### src/rtl/branch_lut_pkg.sv
// Shared types and defaults for the fetch-stage branch target table.
// The ENTRIES/PROGS defaults are also used by the fetch stage.
package branch_lut_pkg;

   localparam int LUT_D       = 12;
   localparam int LUT_ENTRIES = 16;
   localparam int LUT_PROGS   = 4;

   typedef enum logic {
      IDLE  = 1'b0,
      CLEAR = 1'b1
   } clr_state_e;

   typedef struct packed {
      logic             valid;
      logic             rel;
      logic [LUT_D-1:0] data;
   } lut_entry_t;

endpackage

### src/rtl/lut_clear_ctrl.sv
// Clear sweep controller: invalidates table entries one per cycle, bank-major order.
//
// state | meaning
// IDLE  | table available for writes and lookups
// CLEAR | sweeping, one valid bit cleared per cycle
module lut_clear_ctrl
   import branch_lut_pkg::*;
#(
   parameter  int N  = 64,
   localparam int AW = $clog2(N)
) (
   input  logic          Clk,
   input  logic          Reset_n,
   input  logic          clr_start,
   output logic          busy,
   output logic          clr_we,
   output logic [AW-1:0] clr_addr
);

   localparam logic [AW-1:0] LAST = AW'(N - 1);

   clr_state_e    state_q, state_d;
   logic [AW-1:0] cnt_q, cnt_d;

   always_ff @(posedge Clk or negedge Reset_n) begin
      if (!Reset_n) begin
         state_q <= IDLE;
         cnt_q   <= '0;
      end else begin
         state_q <= state_d;
         cnt_q   <= cnt_d;
      end
   end

   // The counter counts down the remaining sweep cycles; the address is its complement to LAST.
   always_comb begin
      state_d  = state_q;
      cnt_d    = cnt_q;
      clr_we   = 1'b0;
      clr_addr = LAST - cnt_q;
      case (state_q)
         IDLE: begin
            if (clr_start) begin
               state_d = CLEAR;
               cnt_d   = LAST;
            end
         end
         CLEAR: begin
            clr_we = 1'b1;
            if (cnt_q == '0) state_d = IDLE;
            else             cnt_d   = cnt_q - 1'b1;
         end
         default: state_d = IDLE;
      endcase
   end

   assign busy = (state_q == CLEAR);

endmodule

### src/rtl/branch_target_table.sv
// Multi-bank branch target table with write-first bypass, registered lookup response
// and a sweep-based invalidate.
module branch_target_table
   import branch_lut_pkg::*;
#(
   parameter  int D       = LUT_D,
   parameter  int ENTRIES = LUT_ENTRIES,
   parameter  int PROGS   = LUT_PROGS,
   localparam int IW      = $clog2(ENTRIES),
   localparam int PW      = (PROGS > 1) ? $clog2(PROGS) : 1
) (
   input  logic          Clk,
   input  logic          Reset_n,
   input  logic [PW-1:0] prog_sel,
   input  logic          wr_en,
   input  logic [PW-1:0] wr_prog,
   input  logic [IW-1:0] wr_idx,
   input  logic          wr_rel,
   input  logic [D-1:0]  wr_data,
   input  logic          clr_start,
   output logic          busy,
   input  logic          lk_valid,
   output logic          lk_ready,
   input  logic [IW-1:0] lk_idx,
   input  logic [D-1:0]  lk_pc,
   output logic          tgt_valid,
   output logic [D-1:0]  tgt,
   output logic          tgt_miss
);

   localparam int N  = PROGS * ENTRIES;
   localparam int AW = $clog2(N);

   logic [N-1:0]  valid_q;
   logic          rel_q  [N];
   logic [D-1:0]  data_q [N];

   logic          clr_we;
   logic [AW-1:0] clr_addr;
   logic          wr_fire, lk_fire;
   logic [AW-1:0] wr_addr, lk_addr;
   lut_entry_t    rd_ent;
   logic [D-1:0]  tgt_d;

   lut_clear_ctrl #(.N(N)) u_clr (
      .Clk       (Clk),
      .Reset_n   (Reset_n),
      .clr_start (clr_start),
      .busy      (busy),
      .clr_we    (clr_we),
      .clr_addr  (clr_addr)
   );

   assign lk_ready = ~busy;
   // A clear request in the same cycle takes priority over the write.
   assign wr_fire  = wr_en & ~busy & ~clr_start;
   assign lk_fire  = lk_valid & lk_ready;
   assign wr_addr  = AW'({wr_prog, wr_idx});
   assign lk_addr  = AW'({prog_sel, lk_idx});

   always_ff @(posedge Clk or negedge Reset_n) begin
      if (!Reset_n) begin
         valid_q <= '0;
      end else begin
         if (clr_we)  valid_q[clr_addr] <= 1'b0;
         if (wr_fire) valid_q[wr_addr]  <= 1'b1;
      end
   end

   always_ff @(posedge Clk) begin
      if (wr_fire) begin
         rel_q[wr_addr]  <= wr_rel;
         data_q[wr_addr] <= wr_data;
      end
   end

   always_comb begin
      rd_ent.valid = valid_q[lk_addr];
      rd_ent.rel   = rel_q[lk_addr];
      rd_ent.data  = data_q[lk_addr];
      if (wr_fire && (wr_addr == lk_addr)) begin
         rd_ent.valid = 1'b1;
         rd_ent.rel   = wr_rel;
         rd_ent.data  = wr_data;
      end
      if (!rd_ent.valid)   tgt_d = '0;
      else if (rd_ent.rel) tgt_d = lk_pc + rd_ent.data;
      else                 tgt_d = rd_ent.data;
   end

   always_ff @(posedge Clk or negedge Reset_n) begin
      if (!Reset_n) begin
         tgt_valid <= 1'b0;
         tgt       <= '0;
         tgt_miss  <= 1'b0;
      end else begin
         tgt_valid <= lk_fire;
         if (lk_fire) begin
            tgt      <= tgt_d;
            tgt_miss <= ~rd_ent.valid;
         end
      end
   end

endmodule
### config.mk
export PLATFORM = sky130hd
export DESIGN_NAME = branch_target_table
export DESIGN_NICKNAME = d
export VERILOG_FILES = /design/src/rtl/branch_lut_pkg.sv /design/src/rtl/lut_clear_ctrl.sv /design/src/rtl/branch_target_table.sv
export SDC_FILE = /design/constraint.sdc
export NUM_CORES = 1
export LEC_CHECK = 0
export CAP_MARGIN = 20
export CORE_MARGIN = 5
export CORE_UTILIZATION = 31
export DETAILED_ROUTE_END_ITERATION = 8
export GPL_ROUTABILITY_DRIVEN = 1
export HOLD_SLACK_MARGIN = 0.06
export PLACE_DENSITY = 0.53
export SLEW_MARGIN = 10
export SYNTH_ARGS = -nofsm -noshare
export SYNTH_HDL_FRONTEND = slang
export SYNTH_SLANG_ARGS = --single-unit
### constraint.sdc
create_clock -name Clk -period 8.9 [get_ports Clk]
set_input_delay 1.78 -clock Clk [delete_from_list [all_inputs] [get_ports Clk]]
set_output_delay 1.78 -clock Clk [all_outputs]
set_load 0.02 [all_outputs]
==> results_dict.tcl <==
set metrics [dict create \
    synth_top_family_by_area "multiplexers" \
    place_congestion 0.818 \
    cp-end-kind "register" \
    path_clk_slew_ns 0.06 \
    yosysTopAreaCellShare 0.681 \
    holdPathStages 2 \
    yosys.area_share.simple 0.0292 \
    synth_area_um2 36700 \
    synthArstFlopShare 0.0927 \
    ir_drop_v 0.000148 \
    cts_buffers 94 \
    min_from "tgt[0]" \
    timing.critical_path.mode_cell "mux4_2" \
    reg2reg_from "u_clr.busy" \
    clock_skew_ns 0.0203 \
    cts_setup_buffers 0 \
    outcome "finished clean" \
    setup_viol 0 \
    synth_seq_area_share 0.739 \
    die_h_um 354 \
    setup_ws_ns 2.63 \
    yosys.area.top_type "edfxtp_1" \
    fp-row-count 126 \
    synthMuxAreaShare 0.173 \
    crit_chain "buf_8 -> buf_4 -> mux4_2 -> mux4_2 -> mux2i_1 -> nor2_1 -> a221oi_2 -> inv_1 -> ha_1 -> o21ai_0 -> o21a_1 -> nor3_1 -> or3_1 -> a21o_1 -> and4_1 -> o31ai_2" \
    cpPeakStageDelay_ns 0.62 \
    avgRoutedWirePerCell_um 28.2 \
    worstSetupPathType "in -> reg" \
    min_period_ns 6.27 \
    rsz0062_at_grt "no" \
    routed_wl_mm 101 \
    cts_tree "yes" \
    yosysUniqueCellTypes 59 \
    synthesis.nets 1867 \
    initial_core_util 0.312 \
    fin_setup_tns_ns 0 \
    synth_most_common_cell "edfxtp_1" \
    reg2reg_slack_ns 4.45 \
    synth-compound-area-share 0.0352 \
    netlist_instances 1812 \
    clkSinkCount 917 \
    antenna_cells 0 \
    synthXorXnorAreaFrac 0.00382 \
    grt_pass1_vias 19000 \
    synth_area_leaders "edfxtp_1 68%, mux4_2 16%, dfrtp_1 5.8%" \
    ys_ff_latch 917 \
    cpLargestDelayFamily "multiplexers" \
    maxCapViolCount 0 \
    hold_class "reg -> reg" \
    clockRootBuffer "clkbuf_16" \
    r2r_end "tgt[11]" \
    grt_max_degree 98 \
    vias_per_cell 5.25 \
    fin_util 0.361 \
    synthAdderAreaFrac 0.00464 \
    pin_count 58 \
    hold_viol_final 0 \
    crit_path_start "lk_idx[0]" \
    synthToLayoutAreaGrowth_pct 15.8 \
    drtAntennaViolNets 0 \
    postSynthAreaPerCell_um2 20.2 \
    worstMarginPinSlew_ns 1.15 \
    clockBufferDepth 3 \
    timing.fmax_mhz 160 \
    nets 2006 \
    cts-resized-gates 0 \
    synth.top_cells.by_count "832 x edfxtp_1, 262 x mux4_2, 138 x o21ai_0" \
    grt.total_usage 0.158 \
    dieArea_um2 125000 \
    drive_above_1_share 0.273 \
    slew_viol_final 0 \
    die_w_um 354 \
    drt_first_iter_violations 1889 \
    vias 18700 \
    grt_first_pass_wirelength_mm 143 \
    fin_crit_sh 0.704 \
    critPathRequiredTime_ns 9.46 \
    power.density_nw_per_um2 233 \
    cts_max_level 3 \
    synth_edf_count 832 \
    max_slew_margin 0.231 \
    cp-start-kind "primary input" \
    yosysWarnings 0 \
    dp_hpwl_mm 61.9 \
    synth_top_flop_cell "edfxtp_1" \
    grt_overflow_total 0 \
    path_buf_inv 3 \
    coreArea_um2 118000 \
    holdPathEnd "tgt[0]" \
    worstPathArrival_ns 6.82 \
    cpMaxStageDelayCell "buf_8" \
    drtPass1Iterations 5 \
    n_fill_cell 10800 \
    leakage_uw 0.0134 \
    r2r_cells 16 \
    numPortBuffers 57 \
    route.detailed.drc 0 \
    antenna_found_initial 3 \
    pre_cts_ws_ns 1.98 \
    hold_buffers 0 \
    clk_latency_ns 0.64 \
    crit_path_max_fanout 73 \
]
[worst register-to-register path, stage by stage (launching register included)]
cell and delay [ns]:
dfrtp_1 0.53, clkinv_1 0.26, nand3_1 0.24, nor4_2 0.28, buf_4 0.34, nand2b_1 0.29
nor2_1 0.09, a221oi_2 0.33, inv_1 0.09, ha_1 0.33, or2_2 0.31, a21oi_1 0.21
nor3_1 0.10, or3_1 0.39, a21o_1 0.18, and4_1 0.20, o31ai_2 0.20
[layout by cell type (no fill, tap or decap), drive strengths merged, types with 3 or more instances in the layout]
| master | instances |
|---|---|
| a211oi | 17 |
| a21o | 3 |
| a21oi | 13 |
| a221oi | 7 |
| a22oi | 7 |
| and2 | 7 |
| buf | 110 |
| bufinv | 9 |
| clkbuf | 112 |
| clkdlybuf4s50 | 37 |
| clkinv | 45 |
| clkinvlp | 3 |
| dfrtp | 85 |
| edfxtp | 832 |
| ha | 12 |
| inv | 22 |
| mux2 | 7 |
| mux2i | 35 |
| mux4 | 262 |
| nand2 | 40 |
| nand2b | 4 |
| nand3 | 19 |
| nand3b | 9 |
| nand4 | 7 |
| nor2 | 98 |
| nor2b | 17 |
| nor3 | 10 |
| o21ai | 140 |
| o221ai | 7 |
| o31ai | 4 |
| or3 | 4 |
| or3b | 4 |
| xnor2 | 6 |
| xor2 | 10 |
[worst max-delay path by stage]
stage	endpoint	slack (ns)	cells after the start
2_1_floorplan	tgt[11]	2.97	18
3_3_place_gp	tgt[11]	1.98	16
3_5_place_dp	tgt[11]	1.98	16
4_1_cts	tgt[11]	2.67	16
5_1_grt	tgt[11]	2.30	16
6_report	tgt[11]	2.63	16
[stage by stage]
stage                     power [uW]  cell area, um2  hold WS (ns)  instances
after floorplan                 5670           36700         0.468       1812
after global placement          6070           39300         0.473       3380
after detailed placement        6120           39300         0.480       3383
after CTS                       9980           42300         0.494       3555
after global routing           10300           42500         0.520       3563
final                           9900           42500         0.490       3563
[state kept, by name, indices dropped and copies added (netlist names)]
name / count
data_q: 768
rel_q: 64
tgt: 12
tgt_miss: 1
tgt_valid: 1
u_clr.busy: 1
u_clr.cnt_q: 6
valid_q: 64
[area by class of cell]
class / instances / area (um2) / share of cell area
well taps: 1536 / 1920 / 0.0452
multi-input cells: 772 / 9080 / 0.214
flip-flops and latches: 917 / 27100 / 0.638
repair buffers: 147 / 1300 / 0.0305
clock buffers: 112 / 2460 / 0.0580
inverters: 19 / 71.3 / 0.00168
clock inverters: 60 / 542 / 0.0128
[cells by family (layout without fill, tap and decap cells)]
kind of cell / after synthesis / in the layout
XOR/XNOR: 16 / 16
AND/OR/NAND/NOR: 227 / 227
AO/OA/AOI/OAI: 212 / 212
flip-flops: 917 / 917
adder cells (fa/ha/maj): 13 / 13
multiplexers: 304 / 304
buffers and inverters: 123 / 338
[where the power goes]
group          internal [uW]  total (uW)  switching (uW)
Sequential              4880        5010             129
Combinational            404        1020             616
Clock                   2230        3870            1640
Total                   7520        9900            2380
[routing by layer]
metal | global-route usage | wire length, um
met1 | 0.222 | 43200
met2 | 0.250 | 47200
met3 | 0.0385 | 7810
met4 | 0.0383 | 2360
met5 | 0 | 0
No activity file was read; power rests on OpenSTA's default activity.
